## src/rtl/cam_seq_pkg.sv

```systemverilog
// Shared definitions for the camera power-up sequencer.
// Holds the state width and encoding, the timer width, and a timer
// increment constant so arithmetic stays at full timer width.
package cam_seq_pkg;

  localparam int STATE_W = 3;
  localparam int TMR_W   = 32;

  localparam logic [STATE_W-1:0] ST_PWDN      = 3'd0;
  localparam logic [STATE_W-1:0] ST_RST       = 3'd1;
  localparam logic [STATE_W-1:0] ST_WAIT      = 3'd2;
  localparam logic [STATE_W-1:0] ST_CFG_START = 3'd3;
  localparam logic [STATE_W-1:0] ST_CFG_WAIT  = 3'd4;
  localparam logic [STATE_W-1:0] ST_RUN       = 3'd5;
  localparam logic [STATE_W-1:0] ST_FAULT     = 3'd6;

  localparam logic [TMR_W-1:0] TMR_ONE = {{(TMR_W-1){1'b0}}, 1'b1};

  typedef enum logic [STATE_W-1:0] {
    S_PWDN      = ST_PWDN,
    S_RST       = ST_RST,
    S_WAIT      = ST_WAIT,
    S_CFG_START = ST_CFG_START,
    S_CFG_WAIT  = ST_CFG_WAIT,
    S_RUN       = ST_RUN,
    S_FAULT     = ST_FAULT
  } seq_state_e;

endpackage

```

## src/rtl/seq_timer.sv

```systemverilog
// Clear-on-entry up-counter with a terminal compare.
// Ports:
//   i_clk  - clock
//   i_rst  - synchronous active-high reset (counter to zero)
//   i_clr  - clear the counter (asserted on the cycle a state is left)
//   i_len  - length of the current state in cycles (>=1); 0 means untimed
//   o_term - high while the counter sits on the last cycle (len-1)
// The counter holds once it reaches len-1, so it never wraps. An untimed
// state passes length 0, which parks the counter at all-ones.
module seq_timer
  import cam_seq_pkg::*;
(
  input  logic             i_clk,
  input  logic             i_rst,
  input  logic             i_clr,
  input  logic [TMR_W-1:0] i_len,
  output logic             o_term
);

  logic [TMR_W-1:0] tmr;

  assign o_term = (tmr == (i_len - TMR_ONE));

  always_ff @(posedge i_clk) begin
    if (i_rst || i_clr) begin
      tmr <= '0;
    end else if (!o_term) begin
      tmr <= tmr + TMR_ONE;
    end
  end

endmodule

```

## src/rtl/cam_pwrup_seq.sv

```systemverilog
// Power-up and reset sequencer for the OV7670 camera path.
// Sequence: power-down -> RESET# low -> settle -> config start -> wait for
// config result -> run. A config error or timeout power-cycles the camera
// again until the retry budget is spent, then the camera is parked in fault.
// Ports:
//   i_clk        - system clock
//   i_rst        - synchronous active-high reset
//   i_restart    - pulse; restarts the sequence from RUN or FAULT
//   i_cfg_done   - config engine success (looked at only while waiting)
//   i_cfg_err    - config engine error (looked at only while waiting)
//   o_cam_pwdn   - camera PWDN pin, active high
//   o_cam_rstn   - camera RESET# pin, active low
//   o_cfg_start  - one-cycle start pulse to the config engine
//   o_pipe_rstn  - capture pipeline reset, active low
//   o_ready      - camera configured, pipeline running
//   o_fault      - retry budget exhausted
//   o_retry_cnt  - retries consumed in the current sequence
// All outputs are decoded from the next state and registered, so they change
// on the same edge as the state register with no input-to-output path.
module cam_pwrup_seq
  import cam_seq_pkg::*;
#(
  parameter logic [31:0] PWDN_CYCLES        = 32'd100000,
  parameter logic [31:0] RST_LOW_CYCLES     = 32'd50000,
  parameter logic [31:0] RST_WAIT_CYCLES    = 32'd150000,
  parameter logic [31:0] CFG_TIMEOUT_CYCLES = 32'd5000000,
  parameter int unsigned MAX_RETRIES        = 3
) (
  input  logic       i_clk,
  input  logic       i_rst,
  input  logic       i_restart,
  input  logic       i_cfg_done,
  input  logic       i_cfg_err,
  output logic       o_cam_pwdn,
  output logic       o_cam_rstn,
  output logic       o_cfg_start,
  output logic       o_pipe_rstn,
  output logic       o_ready,
  output logic       o_fault,
  output logic [3:0] o_retry_cnt
);

  localparam logic [3:0] MAX_R = MAX_RETRIES[3:0];

  seq_state_e       state, state_nxt;
  logic [3:0]       retry, retry_nxt;
  logic [TMR_W-1:0] tmr_len;
  logic             tmr_term;
  logic             tmr_clr;
  logic             cfg_fail;

  logic pwdn_nxt, rstn_nxt, start_nxt, pipe_nxt, ready_nxt, fault_nxt;

  // Any state change restarts the dwell count for the state being entered.
  assign tmr_clr = (state_nxt != state);

  seq_timer u_timer (
    .i_clk  (i_clk),
    .i_rst  (i_rst),
    .i_clr  (tmr_clr),
    .i_len  (tmr_len),
    .o_term (tmr_term)
  );

  always_ff @(posedge i_clk) begin
    if (i_rst) begin
      state <= S_PWDN;
      retry <= '0;
    end else begin
      state <= state_nxt;
      retry <= retry_nxt;
    end
  end

  always_comb begin
    state_nxt = state;
    retry_nxt = retry;
    tmr_len   = '0;
    cfg_fail  = 1'b0;

    case (state)
      S_PWDN: begin
        tmr_len = PWDN_CYCLES;
        if (tmr_term) state_nxt = S_RST;
      end
      S_RST: begin
        tmr_len = RST_LOW_CYCLES;
        if (tmr_term) state_nxt = S_WAIT;
      end
      S_WAIT: begin
        tmr_len = RST_WAIT_CYCLES;
        if (tmr_term) state_nxt = S_CFG_START;
      end
      S_CFG_START: begin
        state_nxt = S_CFG_WAIT;
      end
      S_CFG_WAIT: begin
        tmr_len = CFG_TIMEOUT_CYCLES;
        // Error beats done; done beats a timeout landing on the same cycle.
        if (i_cfg_err) begin
          cfg_fail = 1'b1;
        end else if (i_cfg_done) begin
          state_nxt = S_RUN;
        end else if (tmr_term) begin
          cfg_fail = 1'b1;
        end
      end
      S_RUN, S_FAULT: begin
        if (i_restart) begin
          state_nxt = S_PWDN;
          retry_nxt = '0;
        end
      end
      default: begin
        state_nxt = S_PWDN;
        retry_nxt = '0;
      end
    endcase

    if (cfg_fail) begin
      if (retry < MAX_R) begin
        retry_nxt = retry + 4'd1;
        state_nxt = S_PWDN;
      end else begin
        state_nxt = S_FAULT;
      end
    end

    pwdn_nxt  = 1'b0;
    rstn_nxt  = 1'b0;
    start_nxt = 1'b0;
    pipe_nxt  = 1'b0;
    ready_nxt = 1'b0;
    fault_nxt = 1'b0;
    case (state_nxt)
      S_PWDN:      pwdn_nxt = 1'b1;
      S_RST:       ;
      S_WAIT:      rstn_nxt = 1'b1;
      S_CFG_START: begin
        rstn_nxt  = 1'b1;
        start_nxt = 1'b1;
      end
      S_CFG_WAIT:  rstn_nxt = 1'b1;
      S_RUN: begin
        rstn_nxt  = 1'b1;
        pipe_nxt  = 1'b1;
        ready_nxt = 1'b1;
      end
      S_FAULT: begin
        pwdn_nxt  = 1'b1;
        fault_nxt = 1'b1;
      end
      default:     pwdn_nxt = 1'b1;
    endcase
  end

  always_ff @(posedge i_clk) begin
    if (i_rst) begin
      o_cam_pwdn  <= 1'b1;
      o_cam_rstn  <= 1'b0;
      o_cfg_start <= 1'b0;
      o_pipe_rstn <= 1'b0;
      o_ready     <= 1'b0;
      o_fault     <= 1'b0;
      o_retry_cnt <= '0;
    end else begin
      o_cam_pwdn  <= pwdn_nxt;
      o_cam_rstn  <= rstn_nxt;
      o_cfg_start <= start_nxt;
      o_pipe_rstn <= pipe_nxt;
      o_ready     <= ready_nxt;
      o_fault     <= fault_nxt;
      o_retry_cnt <= retry_nxt;
    end
  end

endmodule

```

## config.mk

```make
export PLATFORM = sky130hd
export DESIGN_NAME = cam_pwrup_seq
export DESIGN_NICKNAME = d
export VERILOG_FILES = /design/src/rtl/cam_seq_pkg.sv /design/src/rtl/seq_timer.sv /design/src/rtl/cam_pwrup_seq.sv
export SDC_FILE = /design/constraint.sdc
export NUM_CORES = 1
export LEC_CHECK = 0
export BUFFER_PORTS_ARGS = -buffer_cell sky130_fd_sc_hd__buf_4
export CAP_MARGIN = 20
export CORE_MARGIN = 1
export CORE_UTILIZATION = 23
export CTS_CLUSTER_SIZE = 14
export DETAILED_ROUTE_END_ITERATION = 16
export GPL_ROUTABILITY_DRIVEN = 0
export PLACE_DENSITY_LB_ADDON = 0.3
export SLEW_MARGIN = 20
export SYNTH_ARGS = -nofsm -noshare
export SYNTH_HDL_FRONTEND = slang
export SYNTH_SLANG_ARGS = --single-unit
```

## constraint.sdc

```tcl
create_clock -name i_clk -period 7.3 [get_ports i_clk]
set_input_delay 0.73 -clock i_clk [delete_from_list [all_inputs] [get_ports i_clk]]
set_output_delay 0.73 -clock i_clk [all_outputs]
set_load 0.03 [all_outputs]
```

### Yosys cells after proc, flatten, opt, wreduce, memory -nomap -nowiden

Cells that the tools add are included.
Widths: inputs -> output; s select.

* memories: 0
* bits of input ports: 5
* flip-flop bits (word level): 44
* RAM bits: 0
* latch bits: 0
* word-level logic and storage cells: 55
* memory bits (read-only): 0

* multiply operators: 0
* div/mod/pow operators: 0
* $add $sub $neg: 3
* eq/ne operators: 14
* shifts and indexed selects: 0
* reduce and logical (&&, ||, !) cells: 6
* bitwise gates (word level): 0
* multiplexer cells: 23
* order comparisons: 1

Operators with widths (count)
* $pmux 23 s4: 1
* $add 32x1->32 const B: 1
* $eq 32x32->1: 1
* $mux 3: 8
* $sub 23x1->24 const B: 1
* $eq 3x3->1 const B: 6
* $pmux 3 s6: 1
* $eq 3x2->1 const B: 4
* $mux 4: 3
* $reduce_or 5->1: 2
* $mux 1: 9
* $pmux 4 s2: 1
* $eq 3x1->1 const B: 2
* $add 4x1->4 const B: 1
* $lt 4x2->1 const B: 1
* $reduce_or 4->1: 1
* $logic_not 3->1: 1
* $ne 3x3->1: 1
* $reduce_or 2->1: 1
* $logic_or 1x1->1: 1

### Logic depth before layout (Yosys ltp)

Gate-level depths: netlist (run 1).

* depth after elaboration: 12
* gate-level depth with buffers: 14
* mapped depth without buffers: 10

### Hierarchy

A second synthesis (run 1) with hierarchy kept.

* cell total of the unflattened synthesis: 470
* area, all modules: 3728.6 µm²

By module, submodules not included
* seq_timer: instances 1, cells an instance 392, area each 3065.4 µm², sequential area each 640.6 µm²
* cam_pwrup_seq: instances 1, cells an instance 78, area each 663.1 µm², sequential area each 240.2 µm²

### Worst setup path before layout (run 1)

No wires, ideal clock.

* path type: register to register
* from: reg state[2]
* to: reg u_timer.tmr[26]
* arrival: 2.652 ns
* period minus slack after synthesis: 2.781 ns
* library setup time: 0.130 ns
* path slack: 4.519 ns
* stages on the path, launching flop included: 14
* cell sequence: dfxtp_1 > clkbuf_1 > inv_1 > nand2_1 > ha_1 > buf_2 > o21bai_1 > a221oi_1 > o32ai_1 > nand4_1 > or4_1 > o211ai_2 > buf_6 > a21oi_1

* word-level cells in the longest chain between the ends: 11
* elaborated cells between the ends (all ways): 25
* those cells by class: add/sub (1); eq/ne (8); mux (13); reduce/logical (3)

Ends and longest elaborated chain
* start, declared: line cam_pwrup_seq.sv:45 `seq_state_e state, state_nxt;`
* start signal, assigned: line cam_pwrup_seq.sv:70 `state <= state_nxt;`
* $eq 3x3->1 (tied with other cells): line cam_pwrup_seq.sv:81 `case (state)`
* $pmux 23 s4: line cam_pwrup_seq.sv:81
* $sub 23x1->24: line seq_timer.sv:22 `assign o_term = (tmr == (i_len - TMR_ONE));`
* $eq 32x32->1: line seq_timer.sv:22
* $mux 1: line cam_pwrup_seq.sv:104 `end else if (tmr_term) begin`
* $mux 1: line cam_pwrup_seq.sv:102 `end else if (i_cfg_done) begin`
* $mux 1: line cam_pwrup_seq.sv:100 `if (i_cfg_err) begin`
* $mux 1: line cam_pwrup_seq.sv:81
* $mux 3: line cam_pwrup_seq.sv:120 `if (cfg_fail) begin`
* $ne 3x3->1: line cam_pwrup_seq.sv:55 `assign tmr_clr = (state_nxt != state);`
* $logic_or 1x1->1: line seq_timer.sv:25 `if (i_rst || i_clr) begin`
* end signal, assigned: line seq_timer.sv:28 `tmr <= tmr + TMR_ONE;`
* end, declared: line seq_timer.sv:20 `logic [TMR_W-1:0] tmr;`

Parallel ways exist; a longest one is shown, timed or not.
A chain may end at the register's enable or synchronous reset.

### Worst setup path in the final report (run 1)

* from: reg state[2]
* to: reg u_timer.tmr[1]

The elaborated chain is that of the path after synthesis.

==> impl_metrics.py, run 1 <==
metrics = {
    "timing": {
        "hold_violations": 0,
        "fmaxAchievable_mhz": 271,
        "fin_crit_ns": 3.69,
        "worst_pin_slew_ns": 0.945,
        "slew_violations": 0,
        "period_share": 0.506,
        "max_slew_margin": 0.367,
        "setup_tns_ns": 0,
        "fin_skew_ns": 0.00650,
        "rsz0062_at_grt": "false",
        "finalSetupViolCount": 0,
        "hold-worst-slack_ns": 0.478,
    },
    "cts": {
        "h-tree-depth": 2,
        "postCtsResizedCells": 0,
        "cts.sinks": 44,
        "cts_setup_buffers": 0,
        "hold_buffers": 0,
        "numCtsBuffers": 5,
        "cts.path.max_buffers": 2,
        "path_clk_slew_ns": 0.06,
        "clk-insertion-delay-late_ns": 0.29,
        "root_buffer": "clkbuf_16",
        "cts_tree": "yes",
    },
    "job": {
        "max_cap_viol_count": 0,
    },
    "setup_path": {
        "endpoint_kind": "flip-flop",
        "critPathTopFamily": "compound AO/OA/AOI/OAI gates",
        "crit_chain": "nor2_2 > inv_1 > ha_1 > o21bai_1 > a221oi_1 > o32ai_1 > and4_1 > a311oi_1 > o211ai_4 > nor2_1",
        "cp_slowest_stage_delay_ns": 0.79,
        "slowest_stage": "dfxtp_1",
        "cp_max_fo": 32,
        "worstPathRequired_ns": 7.44,
        "cp-start-kind": "flip-flop",
        "crit_type": "flip-flop to flip-flop",
        "crit_buf_inv": 1,
        "cp_data_arrival_time_ns": 3.83,
    },
    "cells_and_area": {
        "layout.cells.non_filler": 499,
        "final_util": 0.259,
        "area_growth_pct": 10.3,
        "num_antenna_cells": 0,
        "drive_gt1_frac": 0.0994,
        "nets": 359,
    },
    "global_route": {
        "grt_pass1_vias": 2494,
        "antenna_found_initial": 0,
        "grt_pass1_wl_mm": 12.8,
        "grt.overflow.total": 0,
        "track_usage": 0.126,
        "grt_max_degree": 41,
    },
    "placement": {
        "io_buffers": 14,
        "dp.cells": 491,
        "hpwl_mm": 5.33,
    },
    "synth": {
        "synth-async-reset-ratio": 0,
        "yosysUniqueCellTypes": 59,
        "synthCells": 355,
        "ys_seq_elements": 44,
        "syn_area_um2": 2820,
        "syn_nets": 363,
        "synth_ff_type": "dfxtp_1",
        "ys_seq_area_frac": 0.312,
        "avgSynthCellArea_um2": 7.95,
        "synth_warnings": 0,
        "synth-edff-count": 0,
    },
    "die": {
        "die_x_um": 113,
        "die_area_um2": 12700,
        "core_area_um2": 12000,
        "rows": 40,
        "die_h_um": 113,
        "start_util": 0.235,
        "pin_count": 15,
    },
    "route": {
        "drc_errors": 0,
        "vias": 2688,
        "initialDrtViolationCount": 178,
        "routed_via_density": 5.39,
        "drt_first_pass_iters": 4,
        "wl_per_cell_um": 15.3,
        "wl_mm": 7.65,
        "ant_nets": 0,
    },
    "outcome": {
        "status": "completed",
    },
    "worst_hold_path": {
        "hold_path.class": "flip-flop to flip-flop",
    },
    "pwr": {
        "leakage_nw": 0.893,
        "powerDensity_nw_per_um2": 157,
        "p_total_w": 0.000488,
        "peakVddDrop_uv": 75.0,
    },
}
-- worst reg2reg max path: cells and delay by family, from the launching register on --
kind	cells	cell delay, ns
buf+inv	1	0.15
flops	1	0.79
simple gates	3	0.62
compound gates	5	1.59
fa+ha+maj	1	0.39
-- per-layer routing --
| layer | part of all wire | up-vias | global-route usage |
|---|---|---|---|
| met2 | 0.46 | 56 | 0.198 |
| met1 | 0.48 | 1272 | 0.172 |
| met5 | 0 | - | 0 |
| li1 | - | 1349 | - |
| met4 | 0.014 | 0 | 0.0516 |
| met3 | 0.043 | 11 | 0.0187 |
-- flip-flops by register name, summed over array words and instances, names as in the netlist --
name and flops:
u_timer.tmr 32, o_retry_cnt 4, state 3, o_cam_pwdn 1
o_cam_rstn 1, o_cfg_start 1, o_fault 1, o_ready 1
-- report_power, final --
part	internal, W	switching [W]	total, W
logic	0.00000464	0.00000970	0.0000143
registers	0.000241	0.00000178	0.000243
clock network	0.000136	0.0000944	0.000231
total	0.000382	0.000106	0.000488
-- cell families (layout without fill, tap and decap cells) --
group | count (synthesis) | count (layout) | synth area share
xor gates and xnor gates | 7 | 7 | 0.0217
buffers and inverters | 42 | 39 | 0.0806
and+or+nand+nor | 152 | 152 | 0.317
adders and majority gates | 4 | 4 | 0.0173
AOI/OAI and AO/OA | 103 | 103 | 0.241
muxes | 3 | 3 | 0.0106
DFF | 44 | 44 | 0.312
-- per-stage QoR --
| stage | cell area, um2 | setup WS [ns] |
|---|---|---|
| 2_1_floorplan | 2820 | 4.52 |
| 3_3_place_gp | 2970 | 3.71 |
| 3_5_place_dp | 2970 | 3.66 |
| 4_1_cts | 3120 | 3.67 |
| 5_1_grt | 3120 | 3.28 |
| 6_report | 3120 | 3.61 |
-- area by class of cell --
cell class | instances | area, um2
clock buffers | 7 | 143
clock inverters | 1 | 7.51
fillers | 1349 | 8900
inverters | 15 | 56.3
multi-input cells | 269 | 1720
flip-flops and latches | 44 | 881
well taps | 147 | 184
repair buffers | 16 | 120
-- path summary, 6_finish.rpt --
check                  startpoint              end  slack [ns]  cells past startpoint
hold reg to reg   u_timer.tmr[16]  u_timer.tmr[16]        0.48                      2
setup / recovery         state[2]   u_timer.tmr[1]        3.61                     10
setup reg to reg         state[2]   u_timer.tmr[1]        3.61                     10
hold / removal    u_timer.tmr[16]  u_timer.tmr[16]        0.48                      2
-- cells in the final DEF (no fill, tap or decap), types with 2 or more instances in the layout --
master,instances
nor4_1,4
or3_1,9
nor2_1,19
nand2_1,22
inv_1,15
a211oi_1,2
o211ai_1,3
nand4_1,10
o41ai_1,2
ha_1,3
nor4bb_1,2
xnor2_1,2
nand3_1,19
o21ai_0,12
buf_4,16
and3_1,5
a22oi_1,2
a211o_1,2
a21oi_1,39
xor2_1,5
and2_1,6
dfxtp_1,44
nor2b_1,3
mux2i_1,3
nor3_1,9
or2_2,2
and4_1,2
a31oi_1,2
o31ai_1,23
o2111ai_1,2
or4_1,27
nand2b_1,3
a32oi_1,2
clkbuf_16,5
-- cell usage after synthesis, types with 3 or more instances --
library cell | count | share of area
nor3_1 | 9 | 0.016
nand3_1 | 19 | 0.034
a21oi_1 | 39 | 0.069
nor2b_1 | 3 | 0.0066
xor2_1 | 5 | 0.016
buf_6 | 5 | 0.020
or3_1 | 9 | 0.020
inv_1 | 15 | 0.020
o211ai_1 | 3 | 0.0080
buf_4 | 6 | 0.016
and2_1 | 6 | 0.013
nand2b_1 | 3 | 0.0066
nor4_1 | 4 | 0.0089
dfxtp_1 | 44 | 0.31
buf_2 | 8 | 0.014
nand4_1 | 10 | 0.022
ha_1 | 3 | 0.013
o21ai_0 | 12 | 0.021
nor2_1 | 19 | 0.025
and3_1 | 5 | 0.011
clkbuf_1 | 8 | 0.011
mux2i_1 | 3 | 0.011
o31ai_1 | 23 | 0.061
nand2_1 | 22 | 0.029
or4_1 | 27 | 0.072
Note: power is estimated with default switching activity, not from simulation.
==> run 2: changes to the inputs <==
==> constraint.sdc (replaced) <==
create_clock -name i_clk -period 3.6 [get_ports i_clk]
set_input_delay 0.36 -clock i_clk [delete_from_list [all_inputs] [get_ports i_clk]]
set_output_delay 0.36 -clock i_clk [all_outputs]
set_load 0.03 [all_outputs]
==> impl_metrics.py, run 2 (same netlist as run 1, synthesis figures left out) <==
metrics = {
    "timing": {
        "finalSetupViolCount": 0,
        "period_share": 0.903,
        "rsz0062_at_grt": "false",
        "setup_slack_ns": 0.348,
        "slew_violations": 0,
        "hold_violations": 0,
        "max_slew_margin": 0.674,
        "setup_tns_ns": 0,
        "fin_crit_ns": 3.25,
        "fin_skew_ns": 0.00728,
        "fmaxAchievable_mhz": 307,
        "worst_pin_slew_ns": 0.484,
    },
    "setup_path": {
        "cp_max_fo": 32,
        "slowest_stage": "or4_1",
        "cp_slowest_stage_delay_ns": 0.54,
        "worstPathRequired_ns": 3.76,
        "rrSetupSlack_ns": 0.35,
        "crit_chain": "xor2_1 > nand2_1 > ha_1 > o21bai_1 > a221oi_1 > o32ai_1 > nand4_1 > or4_1 > o211ai_2 > buf_4 > a21oi_1",
        "crit_buf_inv": 1,
        "reg2reg_from": "state[0]",
        "cp-start-kind": "flip-flop",
        "crit_type": "flip-flop to flip-flop",
        "cp_data_arrival_time_ns": 3.41,
        "crit_start": "state[0]",
        "endpoint_kind": "flip-flop",
        "critPathTopFamily": "compound AO/OA/AOI/OAI gates",
    },
    "pwr": {
        "powerDensity_nw_per_um2": 308,
        "peakVddDrop_uv": 176,
        "p_total_w": 0.000968,
        "leakage_nw": 0.920,
    },
    "die": {
        "rows": 40,
        "die_h_um": 113,
        "core_area_um2": 12000,
        "die_x_um": 113,
        "pin_count": 15,
        "die_area_um2": 12700,
        "start_util": 0.235,
    },
    "outcome": {
        "status": "completed",
    },
    "cells_and_area": {
        "drive_gt1_frac": 0.117,
        "top_regs": "u_timer.tmr: 32 flops, o_retry_cnt: 4 flops, state: 3 flops",
        "fillCellCount": 1311,
        "largest_reg_flops": 32,
        "top_register": "u_timer.tmr",
        "nets": 366,
        "layout_commonest_cell": "dfxtp_1",
        "final_cell_mix": "44 x dfxtp_1, 39 x a21oi_1, 27 x or4_1, 23 x o31ai_1, 23 x buf_4",
        "area_growth_pct": 11.4,
        "num_antenna_cells": 0,
        "layout.cells.non_filler": 505,
    },
    "route": {
        "ant_nets": 0,
        "drt_first_pass_iters": 6,
        "vias": 2767,
        "wl_per_cell_um": 15.2,
        "routed_via_density": 5.48,
        "drc_errors": 0,
        "initialDrtViolationCount": 160,
        "wl_mm": 7.69,
    },
    "global_route": {
        "antenna_found_initial": 0,
        "grt_pass1_wl_mm": 12.9,
        "track_usage": 0.126,
        "grt_max_degree": 41,
        "grt.overflow.total": 0,
        "grt_pass1_vias": 2505,
    },
    "placement": {
        "dp.cells": 498,
        "pre_cts_ws_ns": 0.416,
        "hpwl_mm": 5.45,
        "io_buffers": 14,
    },
    "cts": {
        "hold_buffers": 0,
        "cts_tree": "yes",
        "cts_setup_buffers": 0,
        "cts.path.max_buffers": 2,
        "clk-insertion-delay-late_ns": 0.29,
        "root_buffer": "clkbuf_16",
        "cts.sinks": 44,
        "numCtsBuffers": 5,
        "h-tree-depth": 2,
        "postCtsResizedCells": 0,
        "path_clk_slew_ns": 0.06,
    },
    "worst_hold_path": {
        "min_from": "i_rst",
        "hold_path.class": "input pin to flip-flop",
    },
    "job": {
        "max_cap_viol_count": 0,
    },
}
## run 2: layout make-up
class	count	area [um2]	area share
Multi-Input combinational cell	269	1720	0.545
Sequential cell	44	881	0.280
Tap cell	147	184	0.0584
Timing Repair Buffer	23	173	0.0549
Clock buffer	5	125	0.0398
Inverter	15	56.3	0.0179
Clock inverter	2	12.5	0.00398
## run 2: report_power, final
| group | internal [W] | switching, W | total, W | leakage (nW) |
|---|---|---|---|---|
| clock | 0.000252 | 0.000193 | 0.000445 | 0.0657 |
| sequential | 0.000490 | 0.00000385 | 0.000493 | 0.355 |
| combinational | 0.00000969 | 0.0000195 | 0.0000292 | 0.499 |
## run 2: path summary, 6_finish.rpt
kind                           to  depth (start not counted)
setup / recovery  u_timer.tmr[23]                         11
hold / removal     o_retry_cnt[0]                          2
setup reg to reg  u_timer.tmr[23]                         11
hold reg to reg   u_timer.tmr[16]                          2
## run 2: routing by layer
metal / up-vias / wire length (um) / track usage
met1: 1338 / 3750 / 0.172
met5: - / 0 / 0
met2: 57 / 3550 / 0.207
met3: 4 / 317 / 0.0182
met4: 0 / 67 / 0.0347
li1: 1368 / - / -
## run 2: per-stage QoR
step / cell area, um2 / utilization / hold slack [ns]
2_1_floorplan: 2820 / - / 0.449
3_3_place_gp: 3010 / 0.251 / 0.461
3_5_place_dp: 3010 / 0.251 / 0.472
4_1_cts: 3150 / 0.262 / 0.331
5_1_grt: 3150 / 0.262 / 0.359
6_report: 3150 / 0.262 / 0.336
==> run 3: changes to the inputs <==
--- a/config.mk
+++ b/config.mk
@@ -5,12 +5,12 @@
 export SDC_FILE = /design/constraint.sdc
 export NUM_CORES = 1
 export LEC_CHECK = 0
-export BUFFER_PORTS_ARGS = -buffer_cell sky130_fd_sc_hd__buf_4
 export CAP_MARGIN = 20
 export CORE_MARGIN = 1
 export CORE_UTILIZATION = 23
 export CTS_CLUSTER_SIZE = 14
 export DETAILED_ROUTE_END_ITERATION = 16
+export DONT_BUFFER_PORTS = 1
 export GPL_ROUTABILITY_DRIVEN = 0
 export PLACE_DENSITY_LB_ADDON = 0.3
 export SLEW_MARGIN = 20
==> impl_metrics.py, run 3 (same netlist as run 1, synthesis figures left out) <==
metrics = {
    "pwr": {
        "internal_power_w": 0.000845,
        "power.switching_w": 0.000229,
        "power.share.combinational": 0.022,
        "p_seq_frac": 0.459,
        "powerDensity_nw_per_um2": 348,
        "switching_share": 0.213,
        "leakage_nw": 0.867,
        "peakVddDrop_uv": 145,
        "power_frac_clock": 0.519,
    },
    "cells_and_area": {
        "drive_gt1_frac": 0.0841,
        "largest_reg_flops": 32,
        "nets": 352,
        "num_antenna_cells": 0,
        "top_register": "u_timer.tmr",
        "area_growth_pct": 9.13,
        "final_util": 0.257,
        "top_regs": "u_timer.tmr: 32 flops, o_retry_cnt: 4 flops, state: 3 flops",
        "final_cell_mix": "44 x dfxtp_1, 39 x a21oi_1, 27 x or4_1, 23 x o31ai_1, 22 x nand2_1",
        "layout_commonest_cell": "dfxtp_1",
    },
    "setup_path": {
        "rr_endpoint": "u_timer.tmr[6]",
        "cp_max_fo": 32,
        "worstPathRequired_ns": 3.76,
        "critPathTopFamily": "simple AND/OR/NAND/NOR gates",
        "cp-start-kind": "flip-flop",
        "crit_top_cell": "xor2_1",
        "crit_start": "state[0]",
        "cp_data_arrival_time_ns": 3.23,
        "slowest_stage": "or4_1",
        "path_depth": 11,
        "rrSetupSlack_ns": 0.53,
        "endpoint_kind": "flip-flop",
        "crit_chain": "xor2_1 > nand2_1 > ha_1 > xor2_1 > o2111ai_1 > a311oi_2 > nand3_1 > or4_1 > o211ai_2 > buf_4 > a21oi_1",
        "cp_slowest_stage_delay_ns": 0.50,
        "r2r_cells": 11,
        "reg2reg_from": "state[0]",
        "crit_type": "flip-flop to flip-flop",
        "endpoint": "u_timer.tmr[6]",
        "crit_buf_inv": 1,
    },
    "timing": {
        "fin_skew_ns": 0.00812,
        "setup_tns_ns": 0,
        "max_slew_margin": 0.621,
        "worst_pin_slew_ns": 0.567,
        "hold_violations": 0,
        "slew_violations": 0,
        "period_share": 0.854,
        "hold-worst-slack_ns": 0.130,
        "rsz0062_at_grt": "false",
        "finalSetupViolCount": 0,
        "fin_crit_ns": 3.07,
        "fmaxAchievable_mhz": 325,
    },
    "die": {
        "pin_count": 15,
        "rows": 40,
        "die_x_um": 113,
        "core_area_um2": 12000,
        "die_area_um2": 12700,
        "start_util": 0.235,
        "die_h_um": 113,
    },
    "route": {
        "drc_errors": 0,
        "drt_first_pass_iters": 5,
        "wl_met2_mm": 3.42,
        "vias": 2724,
        "routed_via_density": 5.54,
        "wl_met3_um": 301,
        "top_layer": "met4",
        "initialDrtViolationCount": 218,
        "ant_nets": 0,
        "wl_mm": 7.68,
        "wl_per_cell_um": 15.6,
        "wl_met1_mm": 3.76,
    },
    "global_route": {
        "grt_max_degree": 41,
        "grt_pass1_wl_mm": 12.8,
        "grt.overflow.total": 0,
        "antenna_found_initial": 0,
        "track_usage": 0.126,
        "grt_pass1_vias": 2533,
    },
    "cts": {
        "h-tree-depth": 2,
        "cts_setup_buffers": 0,
        "clk-insertion-delay-late_ns": 0.29,
        "hold_buffers": 0,
        "postCtsResizedCells": 0,
        "cts_tree": "yes",
        "root_buffer": "clkbuf_16",
        "path_clk_slew_ns": 0.07,
        "numCtsBuffers": 5,
        "cts.sinks": 44,
        "cts.path.max_buffers": 2,
    },
    "placement": {
        "hpwl_mm": 5.32,
        "io_buffers": 0,
    },
    "worst_hold_path": {
        "hold_path.class": "input pin to flip-flop",
    },
    "job": {
        "max_cap_viol_count": 0,
    },
    "outcome": {
        "status": "completed",
    },
}
run 3: final cells by class:
type | instances | area (um2)
clock buffer | 6 | 139
clock inverter | 2 | 38.8
fill | 1327 | 8930
inverter | 15 | 56.3
multi-input combinational | 269 | 1720
sequential | 44 | 881
tap | 147 | 184
timing repair buffer | 9 | 67.6
run 3: worst min path at each step:
stage                      end            start  depth (start not counted)  slack (ns)
2_1_floorplan  u_timer.tmr[16]  u_timer.tmr[16]                          2        0.45
3_3_place_gp    o_retry_cnt[1]            i_rst                          1        0.43
3_5_place_dp    o_retry_cnt[0]            i_rst                          1        0.43
4_1_cts         o_retry_cnt[0]            i_rst                          1        0.13
5_1_grt         o_retry_cnt[0]            i_rst                          1        0.13
6_report        o_retry_cnt[0]            i_rst                          1        0.13
run 3: worst register-to-register path, stage by stage (launching register included):
cell,delay [ns]
dfxtp_1,0.38
xor2_1,0.31
nand2_1,0.10
ha_1,0.32
xor2_1,0.15
o2111ai_1,0.14
a311oi_2,0.34
nand3_1,0.17
or4_1,0.50
o211ai_2,0.07
buf_4,0.37
a21oi_1,0.08
run 3: power groups by stage:
| stage | sequential [W] | clock, W | combinational (W) |
|---|---|---|---|
| 2_1_floorplan | 0.000503 | 0 | 0.0000215 |
| 3_3_place_gp | 0.000504 | 0 | 0.0000233 |
| 3_5_place_dp | 0.000504 | 0 | 0.0000235 |
| 4_1_cts | 0.000493 | 0.000565 | 0.0000237 |
| 5_1_grt | 0.000494 | 0.000580 | 0.0000264 |
| 6_report | 0.000493 | 0.000557 | 0.0000235 |
run 3: stage by stage:
| stage | setup slack [ns] | cells | area [um2] | total power [W] |
|---|---|---|---|---|
| 5_1_grt | 0.298 | 492 | 3080 | 0.00110 |
| 6_report | 0.527 | 492 | 3080 | 0.00107 |
| 3_5_place_dp | 0.540 | 484 | 2900 | 0.000528 |
| 3_3_place_gp | 0.561 | 484 | 2900 | 0.000527 |
| 2_1_floorplan | 0.819 | 355 | 2820 | 0.000525 |
| 4_1_cts | 0.522 | 492 | 3080 | 0.00108 |
run 3: layer usage:
layer  vias up  global-route usage
li1       1335                   -
met1      1317               0.172
met2        57               0.194
met3        15              0.0209
met4         0              0.0596
met5         -                   0
